$ cat src/rtl/core_pkg.sv
// Shared writeback types: load funct3 encodings, datapath width and the request record.
package core_pkg;

  localparam int unsigned XLEN = 32;

  typedef enum logic [2:0] {
    LB  = 3'b000,
    LH  = 3'b001,
    LW  = 3'b010,
    LBU = 3'b100,
    LHU = 3'b101
  } load_funct3_e;

  typedef struct packed {
    logic [4:0]      rd;
    logic [XLEN-1:0] data;
    logic            is_load;
    logic [2:0]      funct3;
    logic [1:0]      addr_lo;
  } wb_req_t;

endpackage

$ cat src/rtl/load_formatter.sv
// Combinational load alignment and sign/zero extension, with an illegal/misaligned flag.
module load_formatter
  import core_pkg::*;
(
  input  logic [2:0]      i_funct3,
  input  logic [1:0]      i_addr_lo,
  input  logic [XLEN-1:0] i_rdata,
  output logic [XLEN-1:0] o_data,
  output logic            o_err
);

  logic [7:0]  w_byte;
  logic [15:0] w_half;

  always_comb begin
    w_byte = i_rdata[8*i_addr_lo +: 8];
    w_half = i_addr_lo[1] ? i_rdata[31:16] : i_rdata[15:0];
  end

  always_comb begin
    o_data = '0;
    o_err  = 1'b0;
    case (load_funct3_e'(i_funct3))
      LB:  o_data = {{24{w_byte[7]}}, w_byte};
      LBU: o_data = {24'd0, w_byte};
      LH: begin
        o_data = {{16{w_half[15]}}, w_half};
        o_err  = i_addr_lo[0];
      end
      LHU: begin
        o_data = {16'd0, w_half};
        o_err  = i_addr_lo[0];
      end
      LW: begin
        o_data = i_rdata;
        o_err  = (i_addr_lo != 2'b00);
      end
      default: o_err = 1'b1;
    endcase
  end

endmodule

$ cat src/rtl/writeback_unit.sv
// Final pipeline stage: arbitrates ALU/LSU results, formats loads, writes the register file.
// Optional macro WB_BYPASS_EN adds combinational fwd_* outputs for decode forwarding.
module writeback_unit #(
  parameter int unsigned XLEN       = 32,
  parameter int unsigned STARVE_MAX = 2
) (
  input  logic            clk,
  input  logic            rst_n,
  input  logic            alu_valid,
  output logic            alu_ready,
  input  logic [4:0]      alu_rd,
  input  logic [XLEN-1:0] alu_result,
  input  logic            lsu_valid,
  output logic            lsu_ready,
  input  logic [4:0]      lsu_rd,
  input  logic [XLEN-1:0] lsu_rdata,
  input  logic [2:0]      lsu_funct3,
  input  logic [1:0]      lsu_addr_lo,
  output logic            rf_wr_en,
  output logic [4:0]      rf_rd_addr,
  output logic [XLEN-1:0] rf_rd_data,
  output logic            load_err,
`ifdef WB_BYPASS_EN
  output logic            fwd_valid,
  output logic [4:0]      fwd_addr,
  output logic [XLEN-1:0] fwd_data,
`endif
  output logic [63:0]     instret
);

  import core_pkg::*;

  localparam int unsigned CntW = (STARVE_MAX > 0) ? $clog2(STARVE_MAX + 1) : 1;

  logic [CntW-1:0] r_starve_cnt;
  logic            r_wr_en;
  logic [4:0]      r_rd_addr;
  logic [XLEN-1:0] r_rd_data;
  logic            r_load_err;
  logic [63:0]     r_instret;

  wb_req_t         w_alu_req, w_lsu_req, w_req;
  logic            w_alu_win, w_xfer, w_fmt_err, w_err, w_wr;
  logic [XLEN-1:0] w_fmt_data, w_data;

  // LSU has priority unless the ALU has been stalled STARVE_MAX cycles in a row.
  always_comb begin
    w_alu_win = alu_valid && (!lsu_valid || (r_starve_cnt == CntW'(STARVE_MAX)));
    alu_ready = w_alu_win;
    lsu_ready = lsu_valid && !w_alu_win;
    w_xfer    = alu_valid || lsu_valid;
  end

  always_comb begin
    w_alu_req = '{rd: alu_rd, data: alu_result, is_load: 1'b0, funct3: 3'b000, addr_lo: 2'b00};
    w_lsu_req = '{rd: lsu_rd, data: lsu_rdata, is_load: 1'b1, funct3: lsu_funct3,
                  addr_lo: lsu_addr_lo};
    w_req     = w_alu_win ? w_alu_req : w_lsu_req;
  end

  load_formatter u_load_formatter (
    .i_funct3  (w_lsu_req.funct3),
    .i_addr_lo (w_lsu_req.addr_lo),
    .i_rdata   (w_lsu_req.data),
    .o_data    (w_fmt_data),
    .o_err     (w_fmt_err)
  );

  always_comb begin
    w_err  = w_req.is_load && w_fmt_err;
    w_data = w_req.is_load ? w_fmt_data : w_req.data;
    w_wr   = w_xfer && !w_err && (w_req.rd != 5'd0);
  end

  always_ff @(posedge clk or negedge rst_n) begin
    if (!rst_n) begin
      r_starve_cnt <= '0;
      r_wr_en      <= 1'b0;
      r_rd_addr    <= '0;
      r_rd_data    <= '0;
      r_load_err   <= 1'b0;
      r_instret    <= '0;
    end else begin
      if (!alu_valid || alu_ready) begin
        r_starve_cnt <= '0;
      end else if (r_starve_cnt != CntW'(STARVE_MAX)) begin
        r_starve_cnt <= r_starve_cnt + 1'b1;
      end
      r_wr_en    <= w_wr;
      r_load_err <= w_xfer && w_err;
      if (w_xfer && !w_err) begin
        r_rd_addr <= w_req.rd;
        r_rd_data <= w_data;
        r_instret <= r_instret + 64'd1;
      end
    end
  end

  assign rf_wr_en   = r_wr_en;
  assign rf_rd_addr = r_rd_addr;
  assign rf_rd_data = r_rd_data;
  assign load_err   = r_load_err;
  assign instret    = r_instret;

`ifdef WB_BYPASS_EN
  assign fwd_valid = w_wr;
  assign fwd_addr  = w_req.rd;
  assign fwd_data  = w_data;
`endif

endmodule

$ cat config.mk
export PLATFORM = sky130hd
export DESIGN_NAME = writeback_unit
export DESIGN_NICKNAME = d
export VERILOG_FILES = /design/src/rtl/core_pkg.sv /design/src/rtl/load_formatter.sv /design/src/rtl/writeback_unit.sv
export SDC_FILE = /design/constraint.sdc
export NUM_CORES = 1
export LEC_CHECK = 0
export BUFFER_PORTS_ARGS = -buffer_cell sky130_fd_sc_hd__buf_2
export CORE_MARGIN = 2
export CORE_UTILIZATION = 46
export CTS_BUF_LIST = sky130_fd_sc_hd__clkbuf_16
export DETAILED_ROUTE_END_ITERATION = 8
export HOLD_SLACK_MARGIN = 0.02
export PLACE_DENSITY = 0.77
export SLEW_MARGIN = 5
export SYNTH_ARGS = -nofsm -noshare
export SYNTH_HDL_FRONTEND = slang
export SYNTH_HIERARCHICAL = 1
export SYNTH_SLANG_ARGS = --single-unit
$ cat constraint.sdc
create_clock -name clk -period 1.85 [get_ports clk]
set_input_delay 0.2775 -clock clk [delete_from_list [all_inputs] [get_ports clk]]
set_output_delay 0.2775 -clock clk [all_outputs]
set_load 0.05 [all_outputs]
After elaboration in Yosys (flattened, before gate mapping)
Cells that the tools add are included.

Flip-flop bits (word level): 105. Bits of input ports: 83. Output and inout port bits: 105. Logic and storage cells: 41.

$add $sub $neg: 2. Equality and inequality tests: 6. Shift operators: 1. Multiplexer cells: 7. Reductions and logical operators: 19.

Operator list (number): 32-bit one-hot mux with 5 select lines (1); 64-bit by 1-bit adder with 64-bit output (second input constant) (1); 43-bit 2-to-1 mux (1); 32-bit 2-to-1 mux (1); 32-bit by 6-bit indexed part select with 8-bit output (1); 16-bit 2-to-1 mux (1); 3-bit equality test (second input constant) (2); 1-bit logical AND (6); 5-bit nonzero test (1); 1-bit zero test (4); 2-bit 2-to-1 mux (2); 2-bit nonzero test (2); 2-bit OR reduction (2); 3-bit by 1-bit equality test with 1-bit output (second input constant) (1); 3-bit by 2-bit equality test with 1-bit output (second input constant) (1); 3-bit zero test (1); 1-bit logical OR (3); 1-bit one-hot mux with 3 select lines (1); 2-bit by 1-bit adder with 2-bit output (second input constant) (1); 2-bit equality test (second input constant) (1); 2-bit inequality test (second input constant) (1).

Longest topological paths before layout
Word-level depth: 8. Depth in mapped cells: 11. Mapped depth without buffers: 7.

Modules after synthesis
The synthesis kept the hierarchy.

By module, submodules not included: writeback_unit (times used 1, cells each 472, area each 4973.5 µm², sequential area each 2627.5 µm²); load_formatter (times used 1, cells each 99, area each 730.7 µm², sequential area each 0.0 µm²).

Worst setup path after synthesis
No wires, ideal clock.

Kind: input -> register. From: in lsu_funct3[1]. To: reg r_rd_data[10], in the netlist rf_rd_data[10]. Library setup time: 0.083 ns. Arrival: 2.172 ns. Required time: 1.767 ns. Slack: -0.405 ns. Cell stages on the path: 11. Path buffers: 5. Cell sequence: buf_4 -> buf_2 -> clkbuf_1 -> a21oi_1 -> nor2_1 -> nand2b_1 -> a21boi_1 -> clkbuf_1 -> clkbuf_1 -> nand2_1 -> o21ai_0.

Word-level cells in the longest chain between the ends: 6. Elaborated cells on any way between the ends: 13. Classes of those cells: eq/ne (4); mux (3); reduce/logical (6).

RTL lines: start: declaration (line writeback_unit.sv:17) `input logic [2:0] lsu_funct3,`; 3-bit by 1-bit equality test with 1-bit output (tied with other cells) (line load_formatter.sv:23) `case (load_funct3_e'(i_funct3))`; 2-bit OR reduction (no line); 1-bit one-hot mux with 3 select lines * (line load_formatter.sv:23); net w_fmt_err (line writeback_unit.sv:43) `logic w_alu_win, w_xfer, w_fmt_err, w_err, w_wr;`; 1-bit logical AND * (line writeback_unit.sv:70) `w_err = w_req.is_load && w_fmt_err;`; 1-bit zero test * (line writeback_unit.sv:91) `if (w_xfer && !w_err) begin`; 1-bit logical AND * (line writeback_unit.sv:91); end signal: assignment (line writeback_unit.sv:93) `r_rd_data <= w_data;`; end: declaration (line writeback_unit.sv:38) `logic [XLEN-1:0] r_rd_data;`.

Mark *: on every way through the listed nets, which the timed path passes. The rest lies on a longest branch. A chain may end at the register's enable or synchronous reset.

Worst setup path after layout
From: reg r_instret[34], in the netlist instret[34]. To: reg r_instret[45], in the netlist instret[45].

Word-level cells in the longest chain between the ends: 1.

RTL lines: start: declaration (line writeback_unit.sv:40) `logic [63:0] r_instret;`; start signal: assignment (line writeback_unit.sv:94) `r_instret <= r_instret + 64'd1;`; 64-bit by 1-bit adder with 64-bit output (line writeback_unit.sv:94).

Every way passes these cells.

==> flow_summary.json <==
{
  "status": "complete, no violations",
  "power_density_nw_per_um2": 837,
  "drt-initial-drc-count": 345,
  "yosysUniqueCellTypes": 58,
  "synth_area_per_cell_sq_um": 9.99,
  "worst_hold_path_type": "primary input to flip-flop",
  "dp_worst_setup_slack_ns": -0.109,
  "die_area_sq_um": 13300,
  "hold_viol_final": 0,
  "r2r_slack_ns": 0.05,
  "dpl_cell_area_sq_um": 7340,
  "wl_um": 16600,
  "syn-instance-count": 571,
  "synthTopCellsByArea": "dfrtp_1 (46%), mux2i_1 (7.7%), nand2_1 (5.3%)",
  "syn2layout_area_growth_pct": 36.4,
  "slew_headroom": 0.622,
  "cts.sinks": 105,
  "initial_core_util": 0.473,
  "antenna_found_initial": 0,
  "clock-root-buffer": "clkbuf_16",
  "synth.ff_latch_count": 105,
  "clkLatencyLatePin_ns": 0.35,
  "fin_crit_sh": 0.973,
  "yosysTopAreaCell": "dfrtp_1",
  "syn_nets": 656,
  "ys_seq_area_frac": 0.461,
  "critical_path_required_ns": 2.09,
  "fill_cells": 995,
  "reg2regPathDepth": 5,
  "drtAntennaViolNets": 0,
  "overflow": 0,
  "stdcell_area_sq_um": 7780,
  "num_rows": 40,
  "coreArea_sq_um": 12100,
  "layout_setup_ws_ns": 0.0490,
  "die_w_um": 115,
  "io_pins": 188,
  "drc_errors": 0,
  "min_from": "alu_result[3]",
  "worst_ep_arrival_time_ns": 2.04,
  "ys.warnings.count": 6,
  "grt_first_pass_wirelength_um": 26100,
  "synth-async-reset-ratio": 1.00,
  "r2r_end": "instret[45]",
  "setup_tns_ns": 0,
  "fin_skew_ns": 0.00627,
  "viasPerCell": 5.46,
  "path_clk_slew_ns": 0.07,
  "final_core_util": 0.645,
  "dp_hpwl_um": 13000,
  "dp_cells": 948,
  "grt_max_degree": 37,
  "setup_viol": 0,
  "routabilityCongestion": 0.963,
  "rsz0062_at_grt": "yes",
  "nets": 884,
  "grt_pass1_vias": 5204,
  "synthFlopType": "dfrtp_1",
  "maxCapViolCount": 0,
  "period_minus_slack_ns": 1.80,
  "startpoint_type": "flip-flop",
  "cts_buffer_depth": 2,
  "dr.pass1.iters": 4,
  "hold_end": "rf_rd_data[3]",
  "synth.top_cell.area_share": 0.461,
  "track_usage": 0.253,
  "num_vias": 5315,
  "io_buffers": 187,
  "fmax_mhz": 555,
  "numCtsBuffers": 9,
  "p_leak_nw": 3.98,
  "dieHeight_um": 115,
  "cp_max_fo": 5,
  "worstMarginPinSlew_ns": 0.564,
  "htreeDepth": 3,
  "synth_edf_count": 0,
  "timing_worst_setup_path_type": "flip-flop to flip-flop",
  "slew_viol_final": 0,
  "r2r_start": "instret[34]",
  "avgRoutedWirePerCell_um": 17.1,
  "ir_drop_mv": 0.502,
  "synth_area_sq_um": 5700,
  "endpoint_kind": "flip-flop",
  "cts_tree": "yes",
  "hold_depth": 3,
  "drive_above_1_share": 0.438,
  "layout.cells.non_filler": 973
}
[critical path, cell delays in order, from the launching register on]
cell	delay, ns
dfrtp_2	0.43
nand4_2	0.20
nor4_4	0.31
nand2_2	0.15
or4_4	0.45
xnor2_2	0.15
[metal layers]
layer	GRT usage	up-vias	share of wire
met4	0.107	0	0.031
li1	-	2500	-
met1	0.312	2551	0.41
met5	0	-	0
met3	0.0569	41	0.066
met2	0.428	223	0.49
[cell usage in the layout (no fill, tap or decap), types with 10 or more instances in the layout]
| master | synthesis | routed |
|---|---|---|
| buf_2 | 9 | 185 |
| nand2_1 | 81 | 80 |
| dfrtp_1 | 105 | 57 |
| buf_4 | 3 | 50 |
| dfrtp_2 | 0 | 48 |
| mux2i_1 | 44 | 44 |
| o21ai_0 | 38 | 38 |
| xor2_1 | 32 | 32 |
| xnor2_1 | 30 | 30 |
| nor2_1 | 27 | 25 |
| nand4_1 | 22 | 22 |
| nor3_1 | 25 | 20 |
| nand3_1 | 23 | 19 |
| a211oi_1 | 16 | 16 |
| inv_1 | 10 | 11 |
| and3_1 | 11 | 11 |
| nor2b_1 | 10 | 10 |
[worst max path at each step]
stage               slack, ns              to            start
finish                   0.05     instret[45]      instret[34]
detailed placement      -0.11     instret[37]    lsu_funct3[0]
floorplan               -0.07     instret[45]    lsu_funct3[1]
CTS                    0.0007     instret[28]       instret[0]
global route            -0.10     instret[44]  r_starve_cnt[0]
global placement        -0.05  rf_rd_data[31]   lsu_addr_lo[1]
[cells in the mapped netlist (2+ instances only)]
| cell | number |
|---|---|
| a211o_1 | 5 |
| a211oi_1 | 16 |
| a21oi_1 | 2 |
| a221o_1 | 9 |
| and2_1 | 2 |
| and3_1 | 11 |
| and4_1 | 3 |
| buf_1 | 3 |
| buf_2 | 9 |
| buf_4 | 3 |
| clkbuf_1 | 13 |
| dfrtp_1 | 105 |
| ha_1 | 2 |
| inv_1 | 10 |
| mux2_2 | 3 |
| mux2i_1 | 44 |
| nand2_1 | 81 |
| nand2_2 | 2 |
| nand2b_1 | 2 |
| nand3_1 | 23 |
| nand4_1 | 22 |
| nor2_1 | 27 |
| nor2b_1 | 10 |
| nor3_1 | 25 |
| nor3b_2 | 2 |
| nor4_1 | 4 |
| nor4_2 | 2 |
| nor4_4 | 2 |
| o21a_1 | 2 |
| o21ai_0 | 38 |
| or2_2 | 2 |
| xnor2_1 | 30 |
| xor2_1 | 32 |
[cells by family after synthesis]
group                    count (synthesis)  share of synthesized area
multiplexers                            48                     0.0877
AO/OA/AOI/OAI                           79                     0.0928
flip-flops                             105                      0.461
AND/OR/NAND/NOR                        235                      0.225
buffers and inverters                   39                     0.0309
adder cells (fa/ha/maj)                  2                    0.00439
XOR/XNOR                                63                     0.0980
[state kept, by name, summed over array words and instances (netlist names)]
signal and cells:
instret 64, load_err 1, r_starve_cnt 2, rf_rd_addr 5, rf_rd_data 32, rf_wr_en 1
[final cells by class]
type / instances / area, sq um / share of cell area
multi-input combinational: 427 / 3030 / 0.389
sequential: 105 / 2690 / 0.345
timing repair buffer: 246 / 1510 / 0.194
clock buffer: 9 / 225 / 0.0289
tap: 168 / 210 / 0.0270
clock inverter: 7 / 83.8 / 0.0108
inverter: 10 / 37.5 / 0.00482
antenna: 1 / 2.50 / 0.000322
[stage by stage]
| stage | total power [mW] | hold slack (ns) |
|---|---|---|
| 4_1_cts | 6.51 | 0.206 |
| 2_1_floorplan | 3.86 | -0.0181 |
| 3_5_place_dp | 4.48 | 0.266 |
| 3_3_place_gp | 4.44 | 0.258 |
| 6_report | 6.51 | 0.219 |
| 5_1_grt | 6.78 | 0.222 |
[power by group]
part           internal (mW)  switching (mW)  leakage, nW
clock network           1.17           0.855        0.154
registers               2.50           0.173         1.32
logic                  0.561            1.25         2.51
[timing repair]
item,4_1_cts,5_1_grt
setup buffers,0,7
resized for setup,7,10
pin swaps,0,6
endpoints found under the setup margin,3,28
hold buffers,1,0
hold endpoints to repair,30,0
No activity file was read; power rests on OpenSTA's default activity.
